==> config.mk <==
export PLATFORM = sky130hd
export DESIGN_NAME = lockpick_key_loader_flat
export DESIGN_NICKNAME = d
export VERILOG_FILES = /design/src/rtl/lockpick_pkg.sv /design/src/rtl/lockpick_key_loader_if.sv /design/src/rtl/lockpick_frame_buf.sv /design/src/rtl/lockpick_key_loader.sv /design/src/flat_wrapper.sv
export SDC_FILE = /design/constraint.sdc
export NUM_CORES = 1
export LEC_CHECK = 0
export BUFFER_PORTS_ARGS = -buffer_cell sky130_fd_sc_hd__clkbuf_2
export CAP_MARGIN = 20
export CORE_MARGIN = 2
export CORE_UTILIZATION = 45
export DETAILED_ROUTE_END_ITERATION = 6
export GPL_ROUTABILITY_DRIVEN = 0
export PLACE_DENSITY_LB_ADDON = 0.08
export REMOVE_ABC_BUFFERS = 1
export SLEW_MARGIN = 10
export SYNTH_ARGS = -nofsm -noshare
export SYNTH_HDL_FRONTEND = slang
export SYNTH_SLANG_ARGS = --single-unit
export TNS_END_PERCENT = 1
==> constraint.sdc <==
create_clock -name clk -period 2.1 [get_ports clk]
set_input_delay 0.42 -clock clk [delete_from_list [all_inputs] [get_ports clk]]
set_output_delay 0.42 -clock clk [all_outputs]
set_load 0.005 [all_outputs]
==> src/rtl/lockpick_pkg.sv <==
// lockpick_pkg: shared types and constants for the lockpick key loader.
package lockpick_pkg;

   typedef enum logic [2:0] {
      IDLE   = 3'd0,
      LOAD   = 3'd1,
      CKSUM  = 3'd2,
      START  = 3'd3,
      STREAM = 3'd4,
      DRAIN  = 3'd5
   } loader_state_t;

   localparam logic [7:0] FRAME_HDR = 8'hA5;

   localparam logic [1:0] ST_IDLE = 2'b00;
   localparam logic [1:0] ST_ERR  = 2'b01;
   localparam logic [1:0] ST_WIN  = 2'b10;
   localparam logic [1:0] ST_LOCK = 2'b11;

   // True for the states in which the host may hand us a byte.
   function automatic logic acceptsHost(input logic [2:0] s);
      return (s == IDLE) || (s == LOAD) || (s == CKSUM);
   endfunction

endpackage

==> src/rtl/lockpick_key_loader_if.sv <==
// lockpick_key_loader_if: byte-wide valid/ready host channel into the loader.
interface lockpick_key_loader_if;
   import lockpick_pkg::*;

   logic       host_valid;
   logic [7:0] host_data;
   logic       host_ready;

   modport master (
      output host_valid,
      output host_data,
      input  host_ready
   );

   modport slave (
      input  host_valid,
      input  host_data,
      output host_ready
   );

endinterface

==> src/rtl/lockpick_frame_buf.sv <==
// lockpick_frame_buf: key byte storage, one synchronous write port and one
// combinational read port. Contents are not reset; a lost frame is simply
// overwritten by the next one.
module lockpick_frame_buf
   import lockpick_pkg::*;
#(
   parameter int DEPTH  = 64,
   parameter int ADDR_W = $clog2(DEPTH)
) (
   input  logic              clk,
   input  logic              i_wr_en,
   input  logic [ADDR_W-1:0] i_wr_addr,
   input  logic [7:0]        i_wr_data,
   input  logic [ADDR_W-1:0] i_rd_addr,
   output logic [7:0]        o_rd_data
);

   logic [7:0] r_mem [DEPTH];

   // Capture each payload byte at the slot the load index points to.
   always_ff @(posedge clk) begin
      if (i_wr_en) begin
         r_mem[i_wr_addr] <= i_wr_data;
      end
   end

   assign o_rd_data = r_mem[i_rd_addr];

endmodule

==> src/rtl/lockpick_key_loader.sv <==
// lockpick_key_loader: receives an A5-framed key submission from the host,
// checks its XOR checksum and replays the key bytes to the game as one
// gap-free burst, keeping the host stalled until the game has finished.
// Optional feature: define LOCKPICK_LOADER_TIMEOUT_EN to abandon a frame whose
// host goes quiet for TIMEOUT_CYCLES cycles mid-frame.
module lockpick_key_loader
   import lockpick_pkg::*;
#(
   parameter int KEY_BYTES      = 32,
   parameter int DRAIN_CYCLES   = 34,
   parameter int TIMEOUT_CYCLES = 65535
) (
   input  logic                 clk,
   input  logic                 rst,
   lockpick_key_loader_if.slave host,
   input  logic [1:0]           game_status,
   output logic                 game_start,
   output logic                 game_input_enable,
   output logic [7:0]           game_input_data,
   output logic                 frame_err,
   output logic                 busy
);

   localparam int PAYLOAD = 2 * KEY_BYTES;
   localparam int IDX_W   = $clog2(PAYLOAD);
   localparam int DRAIN_W = $clog2(DRAIN_CYCLES + 1);

   localparam logic [IDX_W-1:0]   LAST_IDX   = IDX_W'(PAYLOAD - 1);
   localparam logic [DRAIN_W-1:0] LAST_DRAIN = DRAIN_W'(DRAIN_CYCLES - 1);

   localparam logic [2:0] S_IDLE   = IDLE;
   localparam logic [2:0] S_LOAD   = LOAD;
   localparam logic [2:0] S_CKSUM  = CKSUM;
   localparam logic [2:0] S_START  = START;
   localparam logic [2:0] S_STREAM = STREAM;
   localparam logic [2:0] S_DRAIN  = DRAIN;

   if (KEY_BYTES < 1 || DRAIN_CYCLES < 1 || TIMEOUT_CYCLES < 1) begin : g_bad_param
      $error("lockpick_key_loader: KEY_BYTES, DRAIN_CYCLES and TIMEOUT_CYCLES must be positive");
   end

   logic [2:0]         r_state;
   logic [IDX_W-1:0]   r_idx;
   logic [7:0]         r_xor;
   logic [IDX_W-1:0]   r_sidx;
   logic [DRAIN_W-1:0] r_drain;

   logic               r_host_ready;
   logic               r_game_start;
   logic               r_enable;
   logic [7:0]         r_data;
   logic               r_frame_err;
   logic               r_busy;

   logic [2:0]         w_next_state;
   logic               w_set_err;
   logic               w_clr_err;
   logic               w_accept;
   logic               w_buf_we;
   logic [IDX_W-1:0]   w_rd_addr;
   logic [7:0]         w_rd_data;

   assign w_accept  = host.host_valid && r_host_ready;
   assign w_buf_we  = (r_state == S_LOAD) && w_accept;
   assign w_rd_addr = (r_state == S_STREAM) ? (r_sidx + IDX_W'(1)) : '0;

   lockpick_frame_buf #(
      .DEPTH  (PAYLOAD),
      .ADDR_W (IDX_W)
   ) u_buf (
      .clk       (clk),
      .i_wr_en   (w_buf_we),
      .i_wr_addr (r_idx),
      .i_wr_data (host.host_data),
      .i_rd_addr (w_rd_addr),
      .o_rd_data (w_rd_data)
   );

`ifdef LOCKPICK_LOADER_TIMEOUT_EN
   localparam int TO_W = $clog2(TIMEOUT_CYCLES + 1);
   localparam logic [TO_W-1:0] LAST_TO = TO_W'(TIMEOUT_CYCLES - 1);

   logic [TO_W-1:0] r_to;
   logic            w_to_expire;

   assign w_to_expire = ((r_state == S_LOAD) || (r_state == S_CKSUM)) && !w_accept &&
                        (r_to == LAST_TO);

   // Count idle cycles inside a frame; any accepted byte restarts the count.
   always_ff @(posedge clk) begin
      if (rst) begin
         r_to <= '0;
      end else if (((r_state == S_LOAD) || (r_state == S_CKSUM)) && !w_accept) begin
         r_to <= r_to + TO_W'(1);
      end else begin
         r_to <= '0;
      end
   end
`endif

   // Frame sequencing: header hunt, payload load, checksum verdict, burst, drain.
   always_comb begin
      w_next_state = r_state;
      w_set_err    = 1'b0;
      w_clr_err    = 1'b0;
      case (r_state)
         S_IDLE: begin
            if (w_accept && (host.host_data == FRAME_HDR)) begin
               w_next_state = S_LOAD;
               w_clr_err    = 1'b1;
            end
         end
         S_LOAD: begin
            if (w_accept && (r_idx == LAST_IDX)) begin
               w_next_state = S_CKSUM;
            end
         end
         S_CKSUM: begin
            if (w_accept) begin
               if (host.host_data != r_xor) begin
                  w_next_state = S_IDLE;
                  w_set_err    = 1'b1;
               end else if (game_status == ST_ERR) begin
                  w_next_state = S_STREAM;
               end else begin
                  w_next_state = S_START;
               end
            end
         end
         S_START: begin
            w_next_state = S_STREAM;
         end
         S_STREAM: begin
            if (r_sidx == LAST_IDX) begin
               w_next_state = S_DRAIN;
            end
         end
         S_DRAIN: begin
            if (r_drain == LAST_DRAIN) begin
               w_next_state = S_IDLE;
            end
         end
         default: begin
            w_next_state = S_IDLE;
         end
      endcase
`ifdef LOCKPICK_LOADER_TIMEOUT_EN
      if (w_to_expire) begin
         w_next_state = S_IDLE;
         w_set_err    = 1'b1;
      end
`endif
   end

   // State register and all outputs, registered from the next state.
   always_ff @(posedge clk) begin
      if (rst) begin
         r_state      <= S_IDLE;
         r_host_ready <= 1'b0;
         r_game_start <= 1'b0;
         r_enable     <= 1'b0;
         r_data       <= '0;
         r_frame_err  <= 1'b0;
         r_busy       <= 1'b0;
      end else begin
         r_state      <= w_next_state;
         r_host_ready <= acceptsHost(w_next_state);
         r_busy       <= (w_next_state != S_IDLE);
         r_game_start <= (w_next_state == S_START);
         r_enable     <= (w_next_state == S_STREAM);
         r_data       <= (w_next_state == S_STREAM) ? w_rd_data : '0;
         if (w_set_err) begin
            r_frame_err <= 1'b1;
         end else if (w_clr_err) begin
            r_frame_err <= 1'b0;
         end
      end
   end

   // Load index and running XOR restart in IDLE and advance per payload byte.
   always_ff @(posedge clk) begin
      if (rst) begin
         r_idx <= '0;
         r_xor <= '0;
      end else if (r_state == S_IDLE) begin
         r_idx <= '0;
         r_xor <= '0;
      end else if (w_buf_we) begin
         r_idx <= r_idx + IDX_W'(1);
         r_xor <= r_xor ^ host.host_data;
      end
   end

   // Stream index tracks the byte on the game bus; drain counter times the game.
   always_ff @(posedge clk) begin
      if (rst) begin
         r_sidx  <= '0;
         r_drain <= '0;
      end else begin
         r_sidx  <= (r_state == S_STREAM) ? (r_sidx + IDX_W'(1)) : '0;
         r_drain <= (r_state == S_DRAIN) ? (r_drain + DRAIN_W'(1)) : '0;
      end
   end

   assign host.host_ready   = r_host_ready;
   assign game_start        = r_game_start;
   assign game_input_enable = r_enable;
   assign game_input_data   = r_data;
   assign frame_err         = r_frame_err;
   assign busy              = r_busy;

endmodule

==> src/flat_wrapper.sv <==
// flat-port wrapper written by rule: the top's interface ports become plain ports
module lockpick_key_loader_flat import lockpick_pkg::*;
#(
   parameter int KEY_BYTES      = 32,
   parameter int DRAIN_CYCLES   = 34,
   parameter int TIMEOUT_CYCLES = 65535
)
  (clk, rst, game_status, game_start, game_input_enable, game_input_data, frame_err, busy, host_host_valid, host_host_data, host_host_ready);
  lockpick_key_loader_if host_i ();
  input  logic clk;
  input  logic rst;
  input  logic [1:0] game_status;
  output logic game_start;
  output logic game_input_enable;
  output logic [7:0] game_input_data;
  output logic frame_err;
  output logic busy;
  input wire logic [$bits(host_i.host_valid)-1:0] host_host_valid;
  input wire logic [$bits(host_i.host_data)-1:0] host_host_data;
  output wire logic [$bits(host_i.host_ready)-1:0] host_host_ready;
  assign host_i.host_valid = host_host_valid;
  assign host_i.host_data = host_host_data;
  assign host_host_ready = host_i.host_ready;
  lockpick_key_loader #(.KEY_BYTES(KEY_BYTES), .DRAIN_CYCLES(DRAIN_CYCLES), .TIMEOUT_CYCLES(TIMEOUT_CYCLES)) u_core (.clk(clk), .rst(rst), .host(host_i), .game_status(game_status), .game_start(game_start), .game_input_enable(game_input_enable), .game_input_data(game_input_data), .frame_err(frame_err), .busy(busy));
endmodule
==> After elaboration in Yosys (flattened, before gate mapping) <==
Memory sizes are Yosys's and may differ from the RTL's. A register that Yosys moved wholly into a read port is not among the register bits.
Cells that the tools add are included.
{ "op_classes": {"add_sub_neg": 3, "bitwise": 3, "n_mux": 18, "eq_ne": 15, "n_reduce_logical": 13} }
{ "ops": {"columns": ["op", "count"], "rows": [
  ["3-bit two-way mux", 7],
  ["6-bit by 1-bit adder with 6-bit output (second input constant)", 3],
  ["6-bit equality test (second input constant)", 3],
  ["3-bit case mux with 6 select lines", 1],
  ["3-bit by 2-bit equality test with 1-bit output (second input constant)", 4],
  ["3-bit equality test (second input constant)", 3],
  ["1-bit two-way mux", 9],
  ["8-bit equality test (second input constant)", 1],
  ["8-bit inequality test", 1],
  ["8-bit XOR", 1],
  ["3-bit by 1-bit equality test with 1-bit output (second input constant)", 2],
  ["3-bit logical NOT", 2],
  ["6-bit two-way mux", 1],
  ["2-bit OR reduction", 3],
  ["1-bit logical AND", 4],
  ["3-bit nonzero test", 1],
  ["2-bit by 1-bit equality test with 1-bit output (second input constant)", 1],
  ["1-bit logical OR", 2],
  ["1-bit inverter", 2],
  ["2-bit nonzero test", 1]
]} }
{ "totals": {"mem_count": 1, "register_bits": 34, "wordCells": 63, "out_inout_bits": 13, "ramBits": 512, "input_bits": 13} }
{ "mem_list": {"columns": ["memory", "words", "word_bits", "rd", "rd_ports_with_merged_regs", "wr", "line_no", "rtl"], "rows": [
  ["u_core.u_buf.r_mem", 64, 8, 1, 1, 1, "lockpick_frame_buf.sv:18", "logic [7:0] r_mem [DEPTH];"]
]} }

==> Depth between registers and ports, before layout <==
Gate-level depths: netlist (run 1).
{ "logic_depth": {"depth_word": 8, "ltp_mapped": 11, "mapped_depth_nobuf": 8} }

==> By module <==
Synthesis (run 1) repeated with hierarchy kept, for this count alone.
{ "unflattened": {"hier_cells": 1125, "area_unflattened_um2": 21863.5} }
{ "modules_own_cells": {"columns": ["mod", "area_per_inst_um2", "instances", "seq_area_each_um2", "cells_each"], "rows": [
  ["lockpick_frame_buf", 20006.7, 1, 15374.7, 932],
  ["lockpick_key_loader", 1856.8, 1, 840.8, 193]
]} }

==> Least setup slack after synthesis (run 1) <==
No wires, ideal clock.
{ "synth_timing": {"path_kind": "reg2reg", "from": "register u_core.r_sidx[0]", "to": "register u_core.r_data[3], in the netlist u_core.game_input_data[3], read port of u_core.u_buf.r_mem", "stages_incl_launch_ff": 12, "setup_ps": 122, "synth_period_minus_slack_ps": 2268, "arrival_ps": 2146, "path_slack_ps": -168, "cell_sequence": "dfxtp_1 ha_1 buf_2 nand4bb_1 buf_2 buf_2 buf_1 a311oi_1 a31oi_1 nand2_1 nand3_1 o31ai_1"} }
{ "synth_between": {"elab_chain_len": 6, "word_cells_on_any_way": 8} }
{ "synth_lines": {"columns": ["element", "line_no", "rtl"], "rows": [
  ["start, declared", "lockpick_key_loader.sv:45", "logic [IDX_W-1:0] r_sidx;"],
  ["start signal, assigned", "lockpick_key_loader.sv:200", "r_sidx <= (r_state == S_STREAM) ? (r_sidx + IDX_W'(1)) : '0;"],
  ["6-bit equality test", "lockpick_key_loader.sv:134", "if (r_sidx == LAST_IDX) begin"],
  ["3-bit two-way mux", "lockpick_key_loader.sv:134", null],
  ["3-bit case mux with 6 select lines", "lockpick_key_loader.sv:106", "case (r_state)"],
  ["3-bit equality test", "lockpick_key_loader.sv:171", "r_data <= (w_next_state == S_STREAM) ? w_rd_data : '0;"],
  ["1-bit inverter (no line)", null, null],
  ["2-bit OR reduction (no line)", null, null],
  ["end, declared", "lockpick_key_loader.sv:51", "logic [7:0] r_data;"]
]} }
Several ways; a longest one is shown, not always the timed one.
A chain may end at the register's enable or synchronous reset.

==> Worst setup path in the final report (run 1) <==
{ "layout_timing": {"from": "register u_core.r_state[0]", "to": "register u_core.r_data[3], in the netlist u_core.game_input_data[3], read port of u_core.u_buf.r_mem"} }
{ "layout_between": {"elab_chain_len": 5, "word_cells_on_any_way": 16} }
{ "layout_lines": {"columns": ["element", "line_no", "rtl"], "rows": [
  ["start, declared", "lockpick_key_loader.sv:42", "logic [2:0] r_state;"],
  ["start signal, assigned", "lockpick_key_loader.sv:166", "r_state <= w_next_state;"],
  ["3-bit equality test (tied with other cells)", "lockpick_key_loader.sv:106", null],
  ["3-bit case mux with 6 select lines", "lockpick_key_loader.sv:106", null],
  ["3-bit equality test", "lockpick_key_loader.sv:171", null],
  ["1-bit inverter (no line)", null, null],
  ["2-bit OR reduction (no line)", null, null]
]} }
Several ways; a longest one is shown, not always the timed one.

==> flow_summary.toml, run 1 <==
[yosys]
number_of_flops_mapped_to_enable_cells_by_yosys = 512
synth.ff_latch_count = 554
netlist-cell-type-count = 79
yosys.area.top_type = "sky130_fd_sc_hd__edfxtp_1"
mappedNetlistArea_um2 = 22500
synthTopCellsByArea = "sky130_fd_sc_hd__edfxtp_1 68%, sky130_fd_sc_hd__dfxtp_1 3.7%, sky130_fd_sc_hd__nand2_1 3.7%"
most_frequent_cells_after_synthesis = "512 x sky130_fd_sc_hd__edfxtp_1, 221 x sky130_fd_sc_hd__nand2_1, 119 x sky130_fd_sc_hd__nor2_1"
post-synth-top-area-fraction = 0.683
seq_area_frac_synth = 0.721
yosys_warnings = 0
synth_cells = 1600
yosysMostFrequentCell = "sky130_fd_sc_hd__edfxtp_1"
postSynth.asyncResetShare = 0
ys_dominant_reg_cell = "sky130_fd_sc_hd__edfxtp_1"
postSynthAreaPerCell_um2 = 14.1

[clock_network]
clock_tree.buffer_depth = 3
hold_buffers = 0
tritoncts.num_buffers = 58
number_of_h_tree_levels = 2
tritoncts = "done"
insertion_delay_ns = 0.63
clock_sink_count = 554
clkSlewWorstSetupHoldPaths_ns = 0.06
root_buffer = "sky130_fd_sc_hd__clkbuf_16"

[timing]
fmax_mhz = 412
timing.max_slew.rel_slack = 0.388
grt_setup_unrepaired = "true"
timing.final.max_slew_violations = 0
hold-worst-slack_ns = 0.125
timing_hold_violations_final = 0
layout_skew_ns = 0.0214
tightest_slew_ns = 0.918
finalWorstPathRequiredPeriod_ns = 2.43
setup_viol = 8
layout_worst_path_cycle_share = 1.16
final_worst_path_setup_slack_ns = -0.328

[worst_setup_path]
cp_max_fo = 7
crit_family = "simple AND/OR/NAND/NOR gates"
timing.critical_path.to_type = "register"
path_class = "reg2reg"
cp.buffers_inverters = 3
critical_path.cell_chain = "buf_6, or4b_4, buf_12, buf_16, nand2_1, a21oi_1, nor4_2, a221oi_2, nand3_1, o31ai_1"
cp_data_required_time_ns = 2.61
worst_setup_path_start_kind = "register"
slowest_cell_on_the_critical_path = "sky130_fd_sc_hd__or4b_4"
cp_slowest_stage_delay_ns = 0.60
worst-endpoint-arrival_ns = 2.93

[routing]
antenna_left = 0
via_per_inst = 5.75
route.detailed.wl_per_inst_um = 26.1
drt_iter0_drc = 1676
detail_route.wirelength_um = 69500
drtPass1Iterations = 6
num_vias = 15300
drc = 0

[run_status]
violations = "negative setup slack"
status = "finished with violations"

[pwr]
irDropWorstVdd_mv = 0.587
total_leakage_power_nw = 9.77
power_per_cell_area_nw_per_um2 = 755

[global_route]
grt_busiest_layer = "met2"
via_count_of_the_first_global_routing_pass = 15000
gr-usage-all-layers = 0.273
globalRoute.totalOverflow = 0
groute.layer.met3.usage = 0.0608
grt_start_max_net_pins = 66
number_of_antenna_violations_at_the_first_check_in_global_routing = 1
grt_use_met1 = 0.381
grt_use_met2 = 0.423
grt_pass1_wl_um = 101000

[finish]
antennaDiodeCount = 0
final_core_utilization = 0.585
area.growth.synth_to_final_pct = 27.7
num-fill-cells = 3912
nets = 1973
final_layout_size_suffix_gt1_frac = 0.316

[floorplanning]
floorplan.rows = 81
start_util = 0.458
floorplan.die_area_um2 = 51800
core_area_um2 = 49200
floorplan.die.height_um = 228
pin_count = 26
die_w_um = 228

[min_path]
worst_min_delay_path_category = "in2reg"

[flow_run]
drv.max_cap_violation_count = 0

[placement]
hpwl_um = 44300
preCtsSetupSlack_ns = -0.756
port_buffers = 25
-- cells by family (layout without fill, tap and decap cells) --
logic type	after synthesis	in the layout	synth area share
simple gates	517	517	0.107
flops	554	554	0.721
fa+ha+maj	4	4	0.00222
buf+inv	111	512	0.0242
compound gates	302	302	0.0887
xor+xnor	29	29	0.0130
mux	83	83	0.0445
-- cell type report --
| type | instances | area, µm² | share of cell area |
|---|---|---|---|
| repair buffers | 400 | 3590 | 0.125 |
| clock inverters | 32 | 193 | 0.00671 |
| inverters | 7 | 26.3 | 0.000914 |
| clock buffers | 73 | 1510 | 0.0525 |
| flip-flops and latches | 554 | 16200 | 0.565 |
| multi-input cells | 935 | 6350 | 0.221 |
| well taps | 664 | 831 | 0.0289 |
-- routing by layer --
metal  wire, µm  vias to the layer above
met3       5680                      121
met4       2410                        0
li1           -                     6841
met5          0                        -
met2      31800                      654
met1      29600                     7720
-- registers in the layout (all words and copies together) (netlist names) --
name,cells
u_core.u_buf.r_mem,512
u_core.game_input_data,8
u_core.r_xor,8
u_core.r_drain,6
u_core.r_idx,6
u_core.r_sidx,6
u_core.r_state,3
u_core.busy,1
u_core.frame_err,1
u_core.game_input_enable,1
u_core.game_start,1
u_core.host.host_ready,1
-- per-stage QoR --
stage	power (W)	cells	area [µm²]	TNS [ns]
6_report	0.0217	2665	28700	-2.33
5_1_grt	0.0223	2665	28700	-4.44
4_1_cts	0.0219	2653	28300	-2.23
3_5_place_dp	0.0126	2523	25800	-5.50
3_3_place_gp	0.0125	2523	25800	-5.20
2_1_floorplan	0.0123	1496	22000	-170.86
-- worst paths after layout --
check	startpoint	end	slack (ns)	cells past startpoint
max	u_core.r_state[0]	u_core.game_input_data[3]	-0.33	10
min	rst	u_core.r_sidx[2]	0.12	2
max reg2reg	u_core.r_state[0]	u_core.game_input_data[3]	-0.33	10
min reg2reg	u_core.frame_err	u_core.frame_err	0.52	2
-- where the power goes --
part	internal (W)	switching, W
clock network	0.00518	0.00420
logic	0.0000461	0.000230
registers	0.0120	0.00000156
-- placed cells by master, fill, tap and decap left out, types with 8 or more instances in the layout --
cell / instances
sky130_fd_sc_hd__clkbuf_2: 25
sky130_fd_sc_hd__mux2i_1: 61
sky130_fd_sc_hd__xor2_1: 15
sky130_fd_sc_hd__and3_1: 16
sky130_fd_sc_hd__nand2_2: 10
sky130_fd_sc_hd__nand4_1: 11
sky130_fd_sc_hd__nor3_1: 13
sky130_fd_sc_hd__buf_4: 297
sky130_fd_sc_hd__clkbuf_1: 15
sky130_fd_sc_hd__a211oi_1: 14
sky130_fd_sc_hd__a211oi_2: 9
sky130_fd_sc_hd__edfxtp_1: 512
sky130_fd_sc_hd__nor2_2: 16
sky130_fd_sc_hd__a21oi_2: 12
sky130_fd_sc_hd__a21oi_1: 60
sky130_fd_sc_hd__buf_12: 28
sky130_fd_sc_hd__clkinv_2: 13
sky130_fd_sc_hd__clkinv_1: 13
sky130_fd_sc_hd__o211ai_1: 8
sky130_fd_sc_hd__xnor2_1: 12
sky130_fd_sc_hd__o221ai_1: 10
sky130_fd_sc_hd__nand3_1: 50
sky130_fd_sc_hd__o21ai_0: 29
sky130_fd_sc_hd__o22ai_1: 62
sky130_fd_sc_hd__nand2b_1: 8
sky130_fd_sc_hd__clkbuf_16: 58
sky130_fd_sc_hd__and2_1: 16
sky130_fd_sc_hd__nand2_1: 208
sky130_fd_sc_hd__buf_6: 43
sky130_fd_sc_hd__dfxtp_1: 37
sky130_fd_sc_hd__mux4_2: 13
sky130_fd_sc_hd__nor2_1: 100
sky130_fd_sc_hd__a31oi_1: 18
-- what timing repair did --
item,CTS,global route
gates cloned,7,0
gates resized for setup,87,95
setup buffers,19,14
pin swaps,39,27
setup endpoints to repair,58,373
Power figures use the tool's default switching activity.
==> run 2, diff against run 1 <==
- GPL_TIMING_DRIVEN: unset -> 0
==> flow_summary.toml, run 2 (synthesis gave the netlist of run 1 again) <==
[run_status]
status = "finished with violations"
violations = "design-rule violations, negative setup slack"

[timing]
timing.max_slew.rel_slack = 0.419
timing.final.max_slew_violations = 0
layout_skew_ns = 0.0114
layout_worst_path_cycle_share = 1.24
fmax_mhz = 386
setup_viol = 379
grt_setup_unrepaired = "true"
finalWorstPathRequiredPeriod_ns = 2.59
timing_hold_violations_final = 0
final_worst_path_setup_slack_ns = -0.494
tightest_slew_ns = 0.869

[floorplanning]
floorplan.die_area_um2 = 51800
pin_count = 26
floorplan.die.height_um = 228
die_w_um = 228
core_area_um2 = 49200
start_util = 0.458
floorplan.rows = 81

[worst_setup_path]
path_class = "reg2reg"
timing.rr.start = "u_core.r_idx[3]"
worst_setup_path_start_kind = "register"
ff2ff_path_depth = 6
critical_path.startpoint = "u_core.r_idx[3]"
crit_end = "u_core.game_input_data[1]"
r2r-end = "u_core.game_input_data[1]"
worst-endpoint-arrival_ns = 3.10
rrSetupSlack_ns = -0.49
cp_data_required_time_ns = 2.60
timing.critical_path.to_type = "register"
cp_max_fo = 10

[finish]
final_common_cell = "sky130_fd_sc_hd__edfxtp_1"
sequential_cell_area_um2 = 16300
num-fill-cells = 3880
layout_common_cells = "512 x sky130_fd_sc_hd__edfxtp_1, 211 x sky130_fd_sc_hd__nand2_1, 88 x sky130_fd_sc_hd__buf_4"
area.growth.synth_to_final_pct = 26.0
flip_flop_count_of_the_largest_register_after_layout = 512
antennaDiodeCount = 0
post_layout_nonfiller_instances = 2452
nets = 1755
final_layout_size_suffix_gt1_frac = 0.277
top_register = "u_core.u_buf.r_mem"
final_core_utilization = 0.576
multi_input_comb_area_um2 = 7160
finalInstanceArea_um2 = 28300

[global_route]
number_of_antenna_violations_at_the_first_check_in_global_routing = 4
globalRoute.totalOverflow = 0
gr-usage-all-layers = 0.262
via_count_of_the_first_global_routing_pass = 14100
grt_start_max_net_pins = 68
grt_pass1_wl_um = 96800

[clock_network]
clock_tree.buffer_depth = 3
tritoncts = "done"
tritoncts.num_buffers = 59
clkSlewWorstSetupHoldPaths_ns = 0.06
clock_sink_count = 554
hold_buffers = 0
number_of_h_tree_levels = 2
root_buffer = "sky130_fd_sc_hd__clkbuf_16"
insertion_delay_ns = 0.61

[routing]
drtPass1Iterations = 7
antenna_left = 0
route.detailed.wl_per_inst_um = 27.8
drc = 1
drt_iter0_drc = 1451
num_vias = 14600
via_per_inst = 5.97
detail_route.wirelength_um = 68200

[placement]
placedInstanceArea_um2 = 23400
hpwl_um = 36000
port_buffers = 25
count_of_placed_standard_cells_including_taps = 2209

[flow_run]
drv.max_cap_violation_count = 0

[pwr]
irDropWorstVdd_mv = 0.630
total_leakage_power_nw = 8.98
power_per_cell_area_nw_per_um2 = 811

[min_path]
worst_min_delay_path_category = "in2reg"
-- run 2: power breakdown --
part	total, W	switching (W)	internal, W
sequential	0.0120	0.00000173	0.0120
combinational	0.000237	0.000201	0.0000361
clock	0.0107	0.00429	0.00642
-- run 2: routing by layer --
layer / wire [µm] / track usage / share of wire / vias up
met5: 13 / 0 / 0.00019 / -
met4: 2220 / 0.0814 / 0.033 / 2
met3: 4830 / 0.0358 / 0.071 / 130
met2: 31900 / 0.424 / 0.47 / 591
met1: 29200 / 0.369 / 0.43 / 7476
li1: - / - / - / 6445
-- run 2: critical path, cell delays in order (launching register included) --
cell and delay [ns]:
sky130_fd_sc_hd__dfxtp_4 0.48, sky130_fd_sc_hd__nand3_4 0.26, sky130_fd_sc_hd__o31ai_2 0.28, sky130_fd_sc_hd__nand4_1 0.24, sky130_fd_sc_hd__or4_4 0.71, sky130_fd_sc_hd__a211o_4 0.40
sky130_fd_sc_hd__o31ai_4 0.10
-- run 2: how the worst min path moves through the flow --
stage | cells past startpoint | slack [ns] | from | to
3_5_place_dp | 1 | 0.48 | u_core.r_drain[0] | u_core.r_drain[0]
2_1_floorplan | 1 | 0.44 | u_core.r_drain[0] | u_core.r_drain[0]
5_1_grt | 1 | 0.26 | host_host_data[7] | u_core.u_buf.r_mem[61][7]
6_report | 1 | 0.26 | host_host_data[7] | u_core.u_buf.r_mem[62][7]
4_1_cts | 4 | 0.22 | game_status[1] | u_core.r_state[2]
3_3_place_gp | 1 | 0.46 | u_core.r_drain[0] | u_core.r_drain[0]
-- run 2: stage by stage --
step	setup slack, ns	hold slack (ns)	power (W)	setup TNS, ns
6_report	-0.494	0.264	0.0230	-57.19
5_1_grt	-0.534	0.264	0.0235	-88.97
4_1_cts	-0.467	0.222	0.0231	-68.47
3_5_place_dp	-2.65	0.480	0.0125	-724.99
3_3_place_gp	-18.15	0.464	0.0125	-815.48
2_1_floorplan	-7.96	0.441	0.0123	-170.86
-- run 2: cell type report --
type	count	area share
flip-flops and latches	554	0.574
multi-input cells	942	0.253
repair buffers	173	0.0719
clock buffers	81	0.0593
well taps	664	0.0293
clock inverters	30	0.0113
inverters	7	0.00163
repair inverters	1	0.000309
-- run 2: repair_timing --
| action | CTS | global route |
|---|---|---|
| setup endpoints to repair | 540 | 471 |
| setup buffers | 94 | 24 |
| pin swaps | 50 | 48 |
| gates cloned | 9 | 5 |
| gates resized for setup | 294 | 58 |
